<file path="src/rtl/fifo_pkg.sv">
// Shared FIFO constants for the read and write sides.
package fifo_pkg;

  localparam int FIFO_DEPTH = 16;
  localparam int FIFO_AW    = 4;
  localparam int FIFO_DW    = 8;
  localparam int FIFO_CW    = FIFO_AW + 1;

  // Occupancy counter width for a given address width (0..DEPTH inclusive).
  function automatic int count_width(input int aw);
    return aw + 1;
  endfunction

endpackage

</file>
<file path="src/rtl/fifo_occ_count.sv">
// FIFO occupancy counter with status flags decoded from the registered count.
// A write arriving while full and without a read is dropped silently.
module fifo_occ_count
  import fifo_pkg::*;
#(
  parameter int DEPTH = FIFO_DEPTH,
  parameter int AW    = FIFO_AW
) (
  input  logic        clk,
  input  logic        rst,
  input  logic        wr_en,
  input  logic        rd_en,
  output logic [AW:0] count,
  output logic        empty,
  output logic        almost_empty,
  output logic        full
);

  localparam logic [AW:0] C_DEPTH = DEPTH[AW:0];
  localparam logic [AW:0] C_ONE   = 1;

  logic [AW:0] r_count;
  logic        w_full;
  logic        w_inc;
  logic        w_dec;

  assign w_full = (r_count == C_DEPTH);
  assign w_inc  = wr_en & ~rd_en & ~w_full;
  assign w_dec  = rd_en & ~wr_en;

  // Track occupancy; simultaneous write and read cancel out.
  always_ff @(posedge clk) begin
    if (rst) begin
      r_count <= '0;
    end else if (w_inc) begin
      r_count <= r_count + C_ONE;
    end else if (w_dec) begin
      r_count <= r_count - C_ONE;
    end
  end

  assign count        = r_count;
  assign empty        = (r_count == '0);
  assign almost_empty = (r_count <= C_ONE);
  assign full         = w_full;

endmodule

</file>
<file path="src/rtl/fifo_read_ctrl.sv">
// FIFO read-side controller: read pointer, registered output data and
// optional sticky underflow flag (enabled by macro FIFO_RD_UNDERFLOW_EN).
module fifo_read_ctrl
  import fifo_pkg::*;
#(
  parameter int DEPTH = FIFO_DEPTH,
  parameter int AW    = FIFO_AW,
  parameter int DW    = FIFO_DW
) (
  input  logic          clk,
  input  logic          rst,
  input  logic          rd,
  input  logic          wr_en,
  input  logic [DW-1:0] mem_rdata,
  output logic          rd_en,
  output logic [AW-1:0] rd_addr,
  output logic [DW-1:0] dout,
  output logic          dout_valid,
  output logic [AW:0]   count,
  output logic          empty,
  output logic          almost_empty,
  output logic          full,
  output logic          underflow
);

  localparam logic [AW-1:0] C_ADDR_ONE = 1;

  logic          w_empty;
  logic          w_rd_en;
  logic [AW-1:0] r_rd_addr;
  logic [DW-1:0] r_dout;
  logic          r_dout_valid;

  // A read is only accepted against data already counted; no write-through.
  assign w_rd_en = rd & ~w_empty;

  fifo_occ_count #(
    .DEPTH (DEPTH),
    .AW    (AW)
  ) u_occ (
    .clk          (clk),
    .rst          (rst),
    .wr_en        (wr_en),
    .rd_en        (w_rd_en),
    .count        (count),
    .empty        (w_empty),
    .almost_empty (almost_empty),
    .full         (full)
  );

  // Read pointer advances once per accepted read and wraps at DEPTH.
  always_ff @(posedge clk) begin
    if (rst) begin
      r_rd_addr <= '0;
    end else if (w_rd_en) begin
      r_rd_addr <= r_rd_addr + C_ADDR_ONE;
    end
  end

  // Capture read data one cycle after acceptance; hold it otherwise.
  always_ff @(posedge clk) begin
    if (rst) begin
      r_dout       <= '0;
      r_dout_valid <= 1'b0;
    end else begin
      r_dout_valid <= w_rd_en;
      if (w_rd_en) begin
        r_dout <= mem_rdata;
      end
    end
  end

`ifdef FIFO_RD_UNDERFLOW_EN
  logic r_underflow;

  // Sticky until reset: any read request seen while empty.
  always_ff @(posedge clk) begin
    if (rst) begin
      r_underflow <= 1'b0;
    end else if (rd & w_empty) begin
      r_underflow <= 1'b1;
    end
  end

  assign underflow = r_underflow;
`else
  assign underflow = 1'b0;
`endif

  assign rd_en      = w_rd_en;
  assign rd_addr    = r_rd_addr;
  assign dout       = r_dout;
  assign dout_valid = r_dout_valid;
  assign empty      = w_empty;

endmodule

</file>
<file path="config.mk">
export PLATFORM = sky130hd
export DESIGN_NAME = fifo_read_ctrl
export DESIGN_NICKNAME = d
export VERILOG_FILES = /design/src/rtl/fifo_pkg.sv /design/src/rtl/fifo_occ_count.sv /design/src/rtl/fifo_read_ctrl.sv
export SDC_FILE = /design/constraint.sdc
export NUM_CORES = 1
export LEC_CHECK = 0
export CORE_MARGIN = 4
export CORE_UTILIZATION = 36
export CTS_CLUSTER_DIAMETER = 50
export DETAILED_ROUTE_END_ITERATION = 6
export PLACE_DENSITY = 0.68
export SLEW_MARGIN = 20
export SYNTH_ARGS = -nofsm -noshare
export SYNTH_HDL_FRONTEND = slang
export SYNTH_HIERARCHICAL = 1
export SYNTH_SLANG_ARGS = --single-unit
</file>
<file path="constraint.sdc">
create_clock -name clk -period 3.45 [get_ports clk]
set_clock_uncertainty 0.05 [all_clocks]
set_input_delay 0.8625 -clock clk [delete_from_list [all_inputs] [get_ports clk]]
set_output_delay 0.8625 -clock clk [all_outputs]
set_load 0.1 [all_outputs]
</file>
==> results of run 1 <==
## cell type report
type	count	area share [%]
inverter	5	1.53
tap	28	2.85
timing repair buffer	34	24.0
clock buffer	4	2.95
sequential	18	29.7
multi-input combinational	76	38.9
## layout by cell type (no fill, tap or decap), drive strengths merged, types with 2 or more instances in the layout
cell / count
a21oi: 11
a31oi: 2
and3: 2
buf: 23
clkbuf: 4
clkdlybuf4s50: 11
dfxtp: 18
ha: 5
inv: 5
mux2: 5
nand2: 18
nor2: 10
nor2b: 4
o21ai: 2
## state kept, by name, indices dropped and copies added, names as in the netlist
register and flops:
dout 8, u_occ/count 5, rd_addr 4, dout_valid 1
## cell families after synthesis
family / Yosys count / share of synthesized area (%)
and+or+nand+nor: 44 / 25.3
AOI/OAI and AO/OA: 19 / 12.4
DFF: 18 / 40.7
buffers and inverters: 10 / 5.23
adders and majority gates: 5 / 7.07
muxes: 5 / 6.79
xor gates and xnor gates: 2 / 1.98
other: 1 / 0.424
## tightest hold or removal path, cell delays in order (launching register included)
cell     delay, ns
dfxtp_1       0.32
nand2_1       0.05
a21oi_1       0.05
## synthesized netlist by cell type, types with 2 or more instances
master and count:
nor2b_1 4, nand2_1 18, a31oi_1 2, inv_1 5
mux2_1 3, and3_1 2, ha_1 5, a21oi_1 11
buf_4 2, dfxtp_1 18, nor2_1 10
## metal layers
metal,GRT usage [%],up-vias,share of wire [%]
li1,-,416,-
met1,16.8,350,47
met2,21.8,15,48
met3,2.49,2,4.1
met4,6.95,0,1.3
met5,0,-,0
## per-stage QoR
stage               instance area, µm²  cells  utilization [%]  worst slack [ns]  hold WS (ns)
floorplan                          890    104                -            0.0299         0.715
global placement                  1190    161             52.4             0.612         0.401
detailed placement                1190    161             52.4             0.556         0.400
CTS                               1230    165             54.0             0.603         0.415
global route                      1230    165             54.0             0.562         0.449
finish                            1230    165             54.0             0.610         0.414
## final timing paths
kind                   from              to  cells past startpoint
max                      rd           rd_en                      4
min                 dout[6]         dout[6]                      2
max reg2reg  u_occ/count[0]  u_occ/count[3]                      9
min reg2reg         dout[6]         dout[6]                      2
==> summary.md, run 1 <==
| Metric | Value |
|---|---|
| Status | `finished, final reports clean` |
| # Max-Cap Violations | `0` |
| CTS tree | `done` |
| Post-synthesis async set-or-reset flop share | `0%` |
| Post-synthesis sequential area ratio | `between 40% and 50%` |
| FP Rows | `17` |
| GR Util All Layers | `13.4%` |
| Setup TNS | `0 ns` |
| #FFs+latches synth | `18` |
| Routed WL | `approximately 2100 µm` |
| DP HPWL | `between 1500 and 2000 µm` |
| Antenna-violating nets left | `0` |
| WP buf/inv | `3` |
| Cts hold-fix bufs | `0` |
| Post-Syn Area | `~900 µm²` |
| Share of cells above drive strength 1 | `about a quarter` |
| Ys flop type | `dfxtp_1` |
| Post-route minimum period | `2.84 ns` |
| Clock Sinks | `18` |
| Starting Density | `slightly below 40%` |
| Final Wtd Congestion | `0.820` |
| Port bufs | `33` |
| Synth Net Count | `around 120` |
| Syn Inst Count | `between 100 and 150` |
| Yosys top cell area share | `40.7%` |
| Critical path cell sequence | `clkdlybuf4s50_1, nand2b_4, inv_1, buf_12` |
| CP delay by family, top | `buffers and inverters` |
| Die width | `about 58 µm` |
| Total gr overflow | `0` |
| Req. time, crit path | `2.54 ns` |
| Number of synthesized flops with an enable pin | `0` |
| Worst-path clk slew | `about 0.1 ns` |
| Worst-margin pin slew | `just under 0.8 ns` |
| Post-CTS Setup Inserts | `0` |
| WL per Instance | `around 13 µm` |
| Final setup vio count | `0` |
| Crit path max fanout | `13` |
| First-pass GRT wire length | `~3500 µm` |
| Count of cell types in the netlist | `35` |
| CORE AREA | `roughly 2300 µm²` |
| Peak Freq | `roughly 350 MHz` |
| Area growth from synthesis to layout | `38.9%` |
| Post-CTS sizing | `0` |
| Total die area | `about 3300 µm²` |
| Fin nets | `~160` |
| ANT cells | `0` |
| DRT Pass-1 Iters | `4` |
| CP endpoint kind | `output pin` |
| Slowest cell on the critical path | `clkdlybuf4s50_1` |
| RSZ-0062 raised after global routing | `false` |
| Slowest stage delay, CP | `~0.52 ns` |
| Root buffer cell | `clkbuf_4` |
| Multi-input gate area | `478 µm²` |
| Tcrit/Tclk final | `between 80% and 90%` |
| Clock latency on the worst-skew pair | `a little under 0.3 ns` |
| Ys Warns | `6` |
| Vias after detailed routing | `a little under 800` |
| Remaining DRCs | `0` |
| FF-to-FF setup slack | `around 0.99 ns` |
| Nature of the critical path startpoint | `primary input` |
| Area contributors post-synth | `dfxtp_1 (41%), nand2_1 (7.6%), ha_1 (7.1%)` |
| IO Pins | `35` |
| Worst Path Arrival | `1.93 ns` |
| Leading area contributor after synthesis | `dfxtp_1` |
| Num CTS Buffers | `3` |
| Max Transition Viols Final | `0` |
| Vias/cell | `roughly 4.7` |
| Synthesized area per cell | `approximately 8.5 µm²` |
| Relative slew margins | `a little under half` |
| Vias in the first global route | `around 800` |
| Worst hold path class | `register to register` |
| Pin count of the biggest net entering global routing | `23` |
| Fill cells | `220` |
| Register area | `around 370 µm²` |
| Initial antenna violation count | `0` |
| Clock tree buffer depth | `2` |
| Fin. Hold Viols | `0` |
| Die H | `57.6 µm` |
| DRT iter0 DRCs | `7` |
| Kind of critical path | `primary input to output pin` |
| Htree depth | `1` |
Power of run 1 is not shown: default switching activity piles up to over one toggle a cycle in this logic, so the estimate is an artifact.
==> run 2: changes to the inputs <==
--- a/config.mk
+++ b/config.mk
@@ -9,7 +9,7 @@
 export CORE_UTILIZATION = 36
 export CTS_CLUSTER_DIAMETER = 50
 export DETAILED_ROUTE_END_ITERATION = 6
-export PLACE_DENSITY = 0.68
+export PLACE_DENSITY = 0.71
 export SLEW_MARGIN = 20
 export SYNTH_ARGS = -nofsm -noshare
 export SYNTH_HDL_FRONTEND = slang
==> constraint.sdc (replaced) <==
create_clock -name clk -period 2.5 [get_ports clk]
set_clock_uncertainty 0.05 [all_clocks]
set_input_delay 0.625 -clock clk [delete_from_list [all_inputs] [get_ports clk]]
set_output_delay 0.625 -clock clk [all_outputs]
set_load 0.1 [all_outputs]
==> run 2 against run 1 <==
  * Final area grew 7.8%
  * Sequential share of layout area decreased by 1.1 points
  * Die area unchanged
  * Core utilization is 4.2 points higher
  * Final cell count grew 1.8%
  * Critical path depth rose by 2
  * First-iteration DRC count increased by 29%
==> summary.md, run 2 (synthesis results as in run 1) <==
| Metric | Value |
|---|---|
| Non-Filler Instances | `168` |
| Starting Density | `38.9%` |
| Cts hold-fix bufs | `0` |
| Htree depth | `1` |
| Register area | `between 300 and 400 µm²` |
| Fin. Hold Viols | `0` |
| Remaining DRCs | `0` |
| FP Rows | `17` |
| Pin count of the biggest net entering global routing | `14` |
| Vias in the first global route | `781` |
| Multi-input gate area | `a little under 500 µm²` |
| Max FFs per register | `8` |
| Worst hold path class | `register to register` |
| CP endpoint kind | `output pin` |
| Area growth from synthesis to layout | `49.8%` |
| Slowest stage delay, CP | `roughly 0.38 ns` |
| RSZ-0062 raised after global routing | `false` |
| ANT cells | `0` |
| # Max-Cap Violations | `0` |
| WL per Instance | `between 10 and 15 µm` |
| Critical path cell sequence | `nor3_1, and2_4, nand2b_4, inv_4, buf_4, buf_12` |
| Total die area | `approximately 3300 µm²` |
| Kind of critical path | `register to output pin` |
| Share of cells above drive strength 1 | `between 30% and 40%` |
| Post-CTS sizing | `0` |
| Worst-path clk slew | `0.11 ns` |
| Die width | `between 50 and 60 µm` |
| Final setup vio count | `0` |
| CP delay by family, top | `simple AND/OR/NAND/NOR gates` |
| RR Endpoint | `u_occ/count[3]` |
| Antenna-violating nets left | `0` |
| Dpl cells | `164` |
| Die H | `between 50 and 60 µm` |
| Max Transition Viols Final | `0` |
| Vias after detailed routing | `a little over 800` |
| Root buffer cell | `clkbuf_4` |
| Clock tree buffer depth | `2` |
| First-pass GRT wire length | `between 3000 and 4000 µm` |
| Crit path max fanout | `9` |
| Hold depth | `2` |
| Commonest non-fill, non-tap cell in the layout | `buf_4` |
| Hold endpoint | `dout[0]` |
| Post-CTS Setup Inserts | `0` |
| Worst Path Arrival | `between 1.5 and 2 ns` |
| DRT iter0 DRCs | `9` |
| Port bufs | `33` |
| DP HPWL | `1670 µm` |
| GR Util All Layers | `13.4%` |
| Worst R2R Path Depth | `8` |
| Status | `finished, final reports clean` |
| IO Pins | `35` |
| Fill cells | `between 200 and 250` |
| Num CTS Buffers | `3` |
| WP buf/inv | `3` |
| Clock Sinks | `18` |
| Vias/cell | `around 5` |
| Tcrit/Tclk final | `between 90 and 100%` |
| Commonest cells after routing, fill and taps aside | `buf_4 (22), nand2_1 (18), dfxtp_1 (13), a21oi_1 (11), clkdlybuf4s50_1 (11)` |
| Fin nets | `roughly 160` |
| Clock latency on the worst-skew pair | `approximately 0.3 ns` |
| CORE AREA | `2280 µm²` |
| Peak Freq | `about 430 MHz` |
| DRT Pass-1 Iters | `4` |
| Total gr overflow | `0` |
| Req. time, crit path | `around 1.8 ns` |
| CTS tree | `done` |
| Post-route minimum period | `between 2 and 2.5 ns` |
| FF-to-FF setup slack | `approximately 0.48 ns` |
| Slowest cell on the critical path | `dfxtp_4` |
| Routed WL | `about 2100 µm` |
| R2r startpoint | `u_occ/count[0]` |
| Hold_sp | `dout[0]` |
| Final Wtd Congestion | `~0.75` |
| Initial antenna violation count | `0` |
| Nature of the critical path startpoint | `register` |
==> run 2: cell type report <==
cell class | count | share of cell area, %
multi-input combinational | 76 | 37.2
sequential | 18 | 28.6
timing repair buffer | 37 | 26.8
clock buffer | 4 | 2.74
tap | 28 | 2.64
inverter | 5 | 1.98
==> run 2: worst reg2reg max path: cells and delay by family (launching register included) <==
family          cells  cell delay [ns]
compound gates      1             0.16
fa+ha+maj           1             0.15
buf+inv             2             0.12
flops               1             0.42
mux                 1             0.29
simple gates        3             0.74
==> run 2: per-stage QoR <==
step	util (%)	area (µm²)	hold WS (ns)	worst slack (ns)	TNS, ns
3_5_place_dp	56.6	1290	0.400	0.133	0
5_1_grt	58.2	1330	0.427	0.0809	0
6_report	58.2	1330	0.409	0.182	0
4_1_cts	58.2	1330	0.414	0.157	0
3_3_place_gp	56.6	1290	0.394	0.179	0
2_1_floorplan	-	938	0.633	-0.00824	-0.00824
==> run 2: worst max-delay path by stage <==
stage,start,endpoint,depth (start not counted)
floorplan,u_occ/count[0],u_occ/count[3],9
global placement,rd,u_occ/count[3],6
detailed placement,rd,u_occ/count[3],6
CTS,u_occ/count[2],rd_en,6
global route,u_occ/count[2],rd_en,6
finish,u_occ/count[2],rd_en,6
==> run 2: metal layers <==
| metal | wire length, µm | part of all wire, % | up-vias | GRT usage, % |
|---|---|---|---|---|
| li1 | - | - | 418 | - |
| met4 | 54 | 2.5 | 0 | 8.94 |
| met3 | 77 | 3.6 | 4 | 1.81 |
| met5 | 0 | 0 | - | 0 |
| met1 | 892 | 42 | 380 | 14.1 |
| met2 | 1110 | 52 | 18 | 24.2 |
Power of run 2 is left out for the same reason.
